--- config.mk ---
export PLATFORM = sky130hd
export DESIGN_NAME = spi_arbiter
export DESIGN_NICKNAME = d
export VERILOG_FILES = /design/src/rtl/spi_arb_pkg.sv /design/src/rtl/spi_arb_rr.sv /design/src/rtl/spi_arbiter.sv
export SDC_FILE = /design/constraint.sdc
export NUM_CORES = 1
export LEC_CHECK = 0
export BUFFER_PORTS_ARGS = -buffer_cell sky130_fd_sc_hd__buf_2
export CAP_MARGIN = 10
export CORE_ASPECT_RATIO = 0.5
export CORE_MARGIN = 5
export CORE_UTILIZATION = 30
export CTS_BUF_LIST = sky130_fd_sc_hd__clkbuf_2
export CTS_CLUSTER_SIZE = 12
export DETAILED_ROUTE_END_ITERATION = 6
export PLACE_DENSITY = 0.63
export REMOVE_ABC_BUFFERS = 1
export SLEW_MARGIN = 10
export SYNTH_ARGS = -nofsm -noshare
export SYNTH_HDL_FRONTEND = slang
export SYNTH_SLANG_ARGS = --single-unit
--- constraint.sdc ---
create_clock -name clk -period 2.1 [get_ports clk]
set_input_delay 0.42 -clock clk [delete_from_list [all_inputs] [get_ports clk]]
set_output_delay 0.42 -clock clk [all_outputs]
set_load 0.02 [all_outputs]
--- src/rtl/spi_arb_pkg.sv ---
// rtl/spi_arb_pkg.sv - shared types and constants for the SPI requester arbiter
//
// Purpose : arbiter FSM state encoding and common widths.
// Ports   : none (package).
// Macro   : none.
package spi_arb_pkg;

    localparam int MAX_NREQ = 8;
    localparam int BYTE_W   = 8;

    typedef enum logic [2:0] {
        ST_IDLE,
        ST_SELECT,
        ST_START,
        ST_BUSY,
        ST_DONE,
        ST_HOLD,
        ST_GAP
    } arb_state_e;

endpackage

--- src/rtl/spi_arb_rr.sv ---
// rtl/spi_arb_rr.sv - combinational round-robin picker
//
// Purpose : selects the first active request at or after ptr_i, wrapping mod NREQ.
// Ports   : req_i  in  NREQ  request vector
//           ptr_i  in  PW    search start index (always < NREQ)
//           gnt_o  out NREQ  one-hot winner (0 when no request)
//           idx_o  out PW    binary index of winner
//           any_o  out 1     at least one request present
// Macro   : none.
module spi_arb_rr #(
    parameter int NREQ = 2,
    parameter int PW   = 1
) (
    input  logic [NREQ-1:0] req_i,
    input  logic [PW-1:0]   ptr_i,
    output logic [NREQ-1:0] gnt_o,
    output logic [PW-1:0]   idx_o,
    output logic            any_o
);

    int j;

    always_comb begin
        gnt_o = '0;
        idx_o = '0;
        any_o = 1'b0;
        j     = 0;
        for (int k = 0; k < NREQ; k++) begin
            j = int'(ptr_i) + k;
            if (j >= NREQ) begin
                j = j - NREQ;
            end
            if (!any_o && req_i[j]) begin
                any_o    = 1'b1;
                gnt_o[j] = 1'b1;
                idx_o    = PW'(j);
            end
        end
    end

endmodule

--- src/rtl/spi_arbiter.sv ---
// rtl/spi_arbiter.sv - round-robin burst arbiter sharing one SPI byte engine
//
// Purpose : grants one requester per burst, owns the chip selects, and sequences
//           start/busy handshakes to the byte engine one byte at a time.
// Ports   : clk, reset (sync, active high)
//           req_i/req_last_i/req_dat_i  requester byte, last flag, tx data
//           gnt_o      one-hot burst owner
//           done_o     1-cycle pulse per completed byte, rdat_o valid
//           rdat_o     rx byte, held until next done_o
//           timeout_o  1-cycle pulse on forced HOLD release
//           eng_start_o/eng_dat_o  start pulse and tx byte to engine
//           eng_busy_i/eng_dat_i   engine busy and rx byte
//           spi_cs_n_o active-low chip selects
// Macro   : SPI_ARB_TIMEOUT_EN enables the HOLD idle timeout (TIMEOUT_CYC).
module spi_arbiter
    import spi_arb_pkg::*;
#(
    parameter int NREQ        = 2,
    parameter int CS_SETUP    = 2,
    parameter int CS_GAP      = 4,
    parameter int TIMEOUT_CYC = 255
) (
    input  logic                 clk,
    input  logic                 reset,
    input  logic [NREQ-1:0]      req_i,
    input  logic [NREQ-1:0]      req_last_i,
    input  logic [8*NREQ-1:0]    req_dat_i,
    output logic [NREQ-1:0]      gnt_o,
    output logic [NREQ-1:0]      done_o,
    output logic [7:0]           rdat_o,
    output logic                 timeout_o,
    output logic                 eng_start_o,
    output logic [7:0]           eng_dat_o,
    input  logic                 eng_busy_i,
    input  logic [7:0]           eng_dat_i,
    output logic [NREQ-1:0]      spi_cs_n_o
);

    localparam int PW      = (NREQ > 1) ? $clog2(NREQ) : 1;
    localparam int CNT_MAX = (CS_SETUP > CS_GAP) ? CS_SETUP : CS_GAP;
    localparam int CW      = $clog2(CNT_MAX + 1);
    localparam logic [CW-1:0] SETUP_LAST = CW'((CS_SETUP > 0) ? CS_SETUP - 1 : 0);
    localparam logic [CW-1:0] GAP_LAST   = CW'(CS_GAP - 1);

    if (NREQ < 1 || NREQ > MAX_NREQ || CS_SETUP < 0 || CS_SETUP > 15 ||
        CS_GAP < 1 || CS_GAP > 15 || TIMEOUT_CYC < 1) begin : g_param_check
        $error("spi_arbiter: parameter out of range");
    end

    arb_state_e      state_q, state_d;
    logic [NREQ-1:0] gnt_q, gnt_d;
    logic [PW-1:0]   own_q, own_d;
    logic [PW-1:0]   ptr_q, ptr_d;
    logic [CW-1:0]   cnt_q, cnt_d;
    logic            last_q, last_d;
    logic [7:0]      rdat_q, rdat_d;

    logic [NREQ-1:0] rr_gnt;
    logic [PW-1:0]   rr_idx;
    logic            rr_any;
    logic            own_req;
    logic            cs_active;

    spi_arb_rr #(
        .NREQ (NREQ),
        .PW   (PW)
    ) u_rr (
        .req_i (req_i),
        .ptr_i (ptr_q),
        .gnt_o (rr_gnt),
        .idx_o (rr_idx),
        .any_o (rr_any)
    );

    assign own_req   = req_i[own_q];
    assign eng_dat_o = req_dat_i[BYTE_W*own_q +: BYTE_W];
    assign gnt_o     = gnt_q;
    assign rdat_o    = rdat_q;

    // CS follows the registered state, so it drops the cycle after the grant
    // and rises the cycle after reset or burst end without extra flops.
    assign cs_active  = (state_q == ST_SELECT) || (state_q == ST_START) ||
                        (state_q == ST_BUSY)   || (state_q == ST_DONE)  ||
                        (state_q == ST_HOLD);
    assign spi_cs_n_o = cs_active ? ~gnt_q : '1;

`ifdef SPI_ARB_TIMEOUT_EN
    localparam int TW = $clog2(TIMEOUT_CYC + 1);
    localparam logic [TW-1:0] TO_LAST = TW'(TIMEOUT_CYC - 1);
    logic [TW-1:0] idle_q, idle_d;
`endif

    always_comb begin
        state_d     = state_q;
        gnt_d       = gnt_q;
        own_d       = own_q;
        ptr_d       = ptr_q;
        cnt_d       = cnt_q;
        last_d      = last_q;
        rdat_d      = rdat_q;
        eng_start_o = 1'b0;
        done_o      = '0;
        timeout_o   = 1'b0;
`ifdef SPI_ARB_TIMEOUT_EN
        idle_d      = idle_q;
`endif
        case (state_q)
            ST_IDLE: begin
                if (rr_any) begin
                    gnt_d   = rr_gnt;
                    own_d   = rr_idx;
                    ptr_d   = (rr_idx == PW'(NREQ - 1)) ? '0 : rr_idx + 1'b1;
                    cnt_d   = '0;
                    state_d = (CS_SETUP == 0) ? ST_START : ST_SELECT;
                end
            end
            ST_SELECT: begin
                if (cnt_q == SETUP_LAST) begin
                    cnt_d   = '0;
                    state_d = ST_START;
                end else begin
                    cnt_d = cnt_q + 1'b1;
                end
            end
            ST_START: begin
                if (!eng_busy_i && own_req) begin
                    eng_start_o = 1'b1;
                    last_d      = req_last_i[own_q];
                    state_d     = ST_BUSY;
                end
            end
            ST_BUSY: begin
                // Engine raises busy the cycle after start, so the first BUSY
                // cycle never sees a stale low from the previous byte.
                if (!eng_busy_i) begin
                    rdat_d  = eng_dat_i;
                    state_d = ST_DONE;
                end
            end
            ST_DONE: begin
                done_o = gnt_q;
`ifdef SPI_ARB_TIMEOUT_EN
                idle_d = '0;
`endif
                if (last_q) begin
                    gnt_d   = '0;
                    cnt_d   = '0;
                    state_d = ST_GAP;
                end else begin
                    state_d = ST_HOLD;
                end
            end
            ST_HOLD: begin
                if (own_req) begin
                    state_d = ST_START;
`ifdef SPI_ARB_TIMEOUT_EN
                    idle_d  = '0;
                end else if (idle_q == TO_LAST) begin
                    timeout_o = 1'b1;
                    gnt_d     = '0;
                    cnt_d     = '0;
                    state_d   = ST_GAP;
                end else begin
                    idle_d = idle_q + 1'b1;
`endif
                end
            end
            ST_GAP: begin
                if (cnt_q == GAP_LAST) begin
                    cnt_d   = '0;
                    state_d = ST_IDLE;
                end else begin
                    cnt_d = cnt_q + 1'b1;
                end
            end
            default: begin
                gnt_d   = '0;
                state_d = ST_IDLE;
            end
        endcase
    end

    always_ff @(posedge clk) begin
        if (reset) begin
            state_q <= ST_IDLE;
            gnt_q   <= '0;
            own_q   <= '0;
            ptr_q   <= '0;
            cnt_q   <= '0;
            last_q  <= 1'b0;
            rdat_q  <= '0;
`ifdef SPI_ARB_TIMEOUT_EN
            idle_q  <= '0;
`endif
        end else begin
            state_q <= state_d;
            gnt_q   <= gnt_d;
            own_q   <= own_d;
            ptr_q   <= ptr_d;
            cnt_q   <= cnt_d;
            last_q  <= last_d;
            rdat_q  <= rdat_d;
`ifdef SPI_ARB_TIMEOUT_EN
            idle_q  <= idle_d;
`endif
        end
    end

endmodule

; Word level (Yosys, flattened, before mapping)
; Index checks and enable logic that the tools add are counted.
; W data, S select, Z words.
[op_classes]
addsub = 5
n_mux = 43
n_reduce_logical = 19
n_shift = 1
magnitude_cmp = 7
bitwise_logic = 4
n_eq_ne = 15
[ops]
columns = op, n
row1 = $ge A32 B1 Y1 const B, 2
row2 = $lt A32 B3 Y1 const B, 2
row3 = $mux W32, 2
row4 = $ge A32 B3 Y1 const B, 1
row5 = $sub A32 B3 Y32 const B, 1
row6 = $mux W3, 10
row7 = $pmux W3 S7, 1
row8 = $mux W1, 19
row9 = $shiftx A16 B5 Y8, 1
row10 = $mux W2, 7
row11 = $pmux W3 S4, 1
row12 = $ne A2 B2 Y1 const B, 5
row13 = $eq A3 B2 Y1 const B, 3
row14 = $eq A3 B3 Y1 const B, 3
row15 = $eq A3 B1 Y1 const B, 2
row16 = $pmux W2 S3, 1
row17 = $reduce_and A2 Y1, 3
row18 = $reduce_and A3 Y1, 2
row19 = $reduce_and A6 Y1, 1
row20 = $reduce_or A5 Y1, 1
row21 = $logic_and A1 B1 Y1, 4
row22 = $logic_or A1 B1 Y1, 4
row23 = $ne A2 B1 Y1 const B, 2
row24 = $reduce_bool A4 Y1, 1
row25 = 12 further kinds, 15
[word_totals]
regBits = 19
wordCells = 101
out_inout_bits = 24
inputBits = 31

; Depth between registers and ports, before layout
[depth]
word_depth = 11
depth_mapped = 6
mapped_depth_nobuf = 6

; Cells and area by module
; A second synthesis with hierarchy kept.
[hier_totals]
cells_unflattened = 141
area_unflattened_um2 = 1192.4
[by_module_without_submodules]
columns = mod, area_each_um2, cells_each, instances, seq_area_each_um2
row1 = spi_arbiter, 1159.9, 136, 1, 380.4
row2 = spi_arb_rr, 32.5, 5, 1, 0.0

; Worst setup path before layout
; No wires, ideal clock.
[synth_path]
kind = register to output
start = reg state_q[2]
end = out eng_start_o
stages_incl_launch_ff = 4
t_required_ps = 1680
setup_slack_ps = 475
n_path_buf = 2
arrival_ps = 1205
path_cell_list = dfxtp_1 -> buf_4 -> clkbuf_1 -> nor4_2
[synth_via]
elab_chain_cells = 2
[synth_lines]
columns = item, line
row1 = "start, declared", spi_arbiter.sv:50  ; arb_state_e state_q, state_d;
row2 = "start signal, assigned", spi_arbiter.sv:196  ; state_q <= state_d;
row3 = $eq A3 B2 Y1, spi_arbiter.sv:107  ; case (state_q)
row4 = $mux W1, spi_arbiter.sv:107
row5 = "end, declared", spi_arbiter.sv:32  ; output logic eng_start_o,
; Every way passes these cells.

; Worst setup path in the final report
[layout_path]
start = reg state_q[1]
end = out eng_start_o
; Same word-level chain as after synthesis.

==> results.md <==
* R2R Path Start: cnt_q[1]$_SDFFE_PP0P_
* Reg2reg end: state_q[0]$_SDFFE_PP0P_
* Drt pass-1 iters at 4
* H-tree depth at 1
* Critical path peak fanout at 20
* Final Critical Period at 1.95 ns
* Ys Warns at 0
* CTS tree: done
* Synthesized area at 1130 um2
* Via Count at 1049
* Post-DR vias/cell at 4.56
* Worst Skew at 0.00716 ns
* Cell taking the most area after synthesis: dfxtp_1
* Final TNS setup at 0 ns
* Rows at 15
* Initial core utilization at 32.2%
* Commonest non-fill, non-tap cell in the layout: buf_2
* Setup crit end kind: output port
* Vias in the first global route at 1020
* Residual DRC at 0
* Critical Path Start Type: flip-flop
* Met3 Usage GRT at 2.89%
* Crit path kind: reg2out
* Sink Count at 19
* M2 GR Usage at 19.3%
* Ys async rst share at 0%
* Cells after synthesis at 130
* Status: finished clean
* Pre-CTS WS at 0.307 ns
* All-Layer GR Usage at 10.7%
* Hold Buf Count CTS at 0
* Pwr dens at 867 nW/um2
* Die area at 5190 um2
* Hold_sp: eng_dat_i[7]
* Post-CTS Setup Repair Bufs at 0
* Syn Area/Cell at 8.73 um2
* HPWL after detailed placement at 2050 um
* Nets at 215
* Filler cells at 378
* Synth top area share at 33.5%
* I/O pin cnt at 55
* Maximum vdd drop at 278 uV
* CP arrival at 1.53 ns
* Leakage power at 0.000642 uW
* CTS buffer count at 3
* Flop2flop setup slack at 0.43 ns
* Core area at 3530 um2
* PortBufs at 53
* Hold Path End: rdat_o[7]$_SDFFE_PP0P_
* Hold path cells at 3
* Relative slew margins at 66.4%
* Area delta synth->final at 27.7%
* Final wirelength at 2680 um
* Number of library cell types mapped by synthesis at 40
* Reg clk slew, reported paths at 0.20 ns
* Main synth FF type: dfxtp_1
* Placer Congestion at 0.713
* Fmax at 512 MHz
* Initial antenna violation count at 0
* Worst Hold Class: in2reg
* Routed len/inst at 11.7 um
* Crit share post-route at 92.9%
* Grt ovf at 0
* Largest net degree at the start of global routing at 22
* Clock Latency Late Sink at 0.32 ns
* Maximum clock insertion buffer count at 2
* Root Driver: clkbuf_2
* Final hold vios at 0
* Post-synthesis register bit count at 19
* Sequential element share of the synthesized area at 33.5%
* Antenna Violating Nets Remaining at 0
* Layout cells sized above 1 at 41.3%
* DR iter-0 viols at 51
* Die Span X at 97.0 um
* Setup violators final at 0
* CP required at 1.68 ns
* Max-capacitance violation count at 0
* Commonest cells after routing, fill and taps aside: buf_2, nor2_1, dfxtp_1
* Worst setup margin at 0.149 ns
* Max Slew Vio Count at 0
* DIE HEIGHT at 53.5 um
* Worst slew pin tran at 0.501 ns
* Met1 usage at 12.7%
* EDFF count, synth at 0
* R2R depth at 6
* CP startpoint: state_q[1]$_SDFFE_PP0P_
* First-pass GRT wire length at 4570 um
* Ant. Diodes at 0
* Top Usage Layer GRT: met2
* Synth area leaders: dfxtp_1, mux2i_1, mux2_2
* RSZ-0062 raised after global routing: false
-- power breakdown --
part | switching (uW) | leakage [uW] | total [uW] | internal, uW
Sequential | 115 | 0.000155 | 536 | 421
Clock | 121 | 0.0000164 | 164 | 43.2
Combinational | 297 | 0.000471 | 555 | 258
Total | 533 | 0.000642 | 1260 | 723
-- timing repair --
item                       CTS  global route
resized for setup            1             1
pin swaps                    0             0
setup endpoints to repair    1             2
-- cells by family (layout without fill, tap and decap cells) --
logic type                 after synthesis  after routing  share of synthesized area [%]
buffers and inverters                   15             64                           6.28
muxes                                   20             20                           18.5
and+or+nand+nor                         49             49                           23.7
DFF                                     19             19                           33.5
AOI/OAI and AO/OA                       22             22                           13.2
other                                    1              1                          0.330
adders and majority gates                4              4                           4.41
-- critical path: stages, from the launching register on --
cell and delay [ns]:
dfxtp_2 0.57, nand2b_1 0.18, nor4_2 0.25, buf_2 0.23
-- synth_stat cells (2+ instances only) --
library cell and n:
dfxtp_1 19, nor2_1 17, mux2i_1 12, mux2_2 8
a21oi_1 7, inv_1 5, nand2_1 5, nand3_1 5
clkbuf_1 4, ha_1 4, nand2b_1 4, o21ai_0 4
buf_2 3, buf_4 3, and3_1 2, nor2b_1 2
nor3_1 2, nor3b_1 2
-- per-stage QoR --
stage | hold WS [ns] | cell area, um2 | std cells | total power (uW) | utilization (%)
2_1_floorplan | 0.457 | 1080 | 120 | 923 | -
3_3_place_gp | 0.470 | 1430 | 226 | 1080 | 40.4
3_5_place_dp | 0.480 | 1430 | 226 | 1090 | 40.4
4_1_cts | 0.292 | 1450 | 230 | 1270 | 41.0
5_1_grt | 0.280 | 1450 | 230 | 1370 | 41.1
6_report | 0.315 | 1450 | 230 | 1260 | 41.1
-- sequential cells by signal (all words and copies together) (netlist names) --
name     cells
cnt_q        3
gnt_o        2
last_q       1
own_q        1
ptr_q        1
rdat_o       8
state_q      3
-- per-layer routing --
| layer | wire [um] | vias up |
|---|---|---|
| li1 | - | 554 |
| met1 | 1240 | 463 |
| met2 | 1250 | 27 |
| met3 | 160 | 5 |
| met4 | 29 | 0 |
| met5 | 0 | - |
-- how the worst max path moves through the flow --
| stage | slack (ns) | cells past startpoint | end |
|---|---|---|---|
| floorplan | 0.43 | 2 | eng_start_o |
| global placement | 0.36 | 3 | eng_start_o |
| detailed placement | 0.31 | 4 | state_q[0]$_SDFFE_PP0P_ |
| CTS | 0.10 | 3 | done_o[0] |
| global route | 0.03 | 3 | eng_start_o |
| finish | 0.15 | 3 | eng_start_o |
-- layout make-up --
| cell class | instances | area (um2) | share of cell area, % |
|---|---|---|---|
| clock buffers | 3 | 15.0 | 1.04 |
| multi-input cells | 96 | 683 | 47.2 |
| well taps | 51 | 63.8 | 4.40 |
| flip-flops and latches | 19 | 383 | 26.4 |
| inverters | 5 | 18.8 | 1.30 |
| repair buffers | 55 | 280 | 19.3 |
| clock inverters | 1 | 5.00 | 0.345 |
Power figures use the tool's default switching activity.
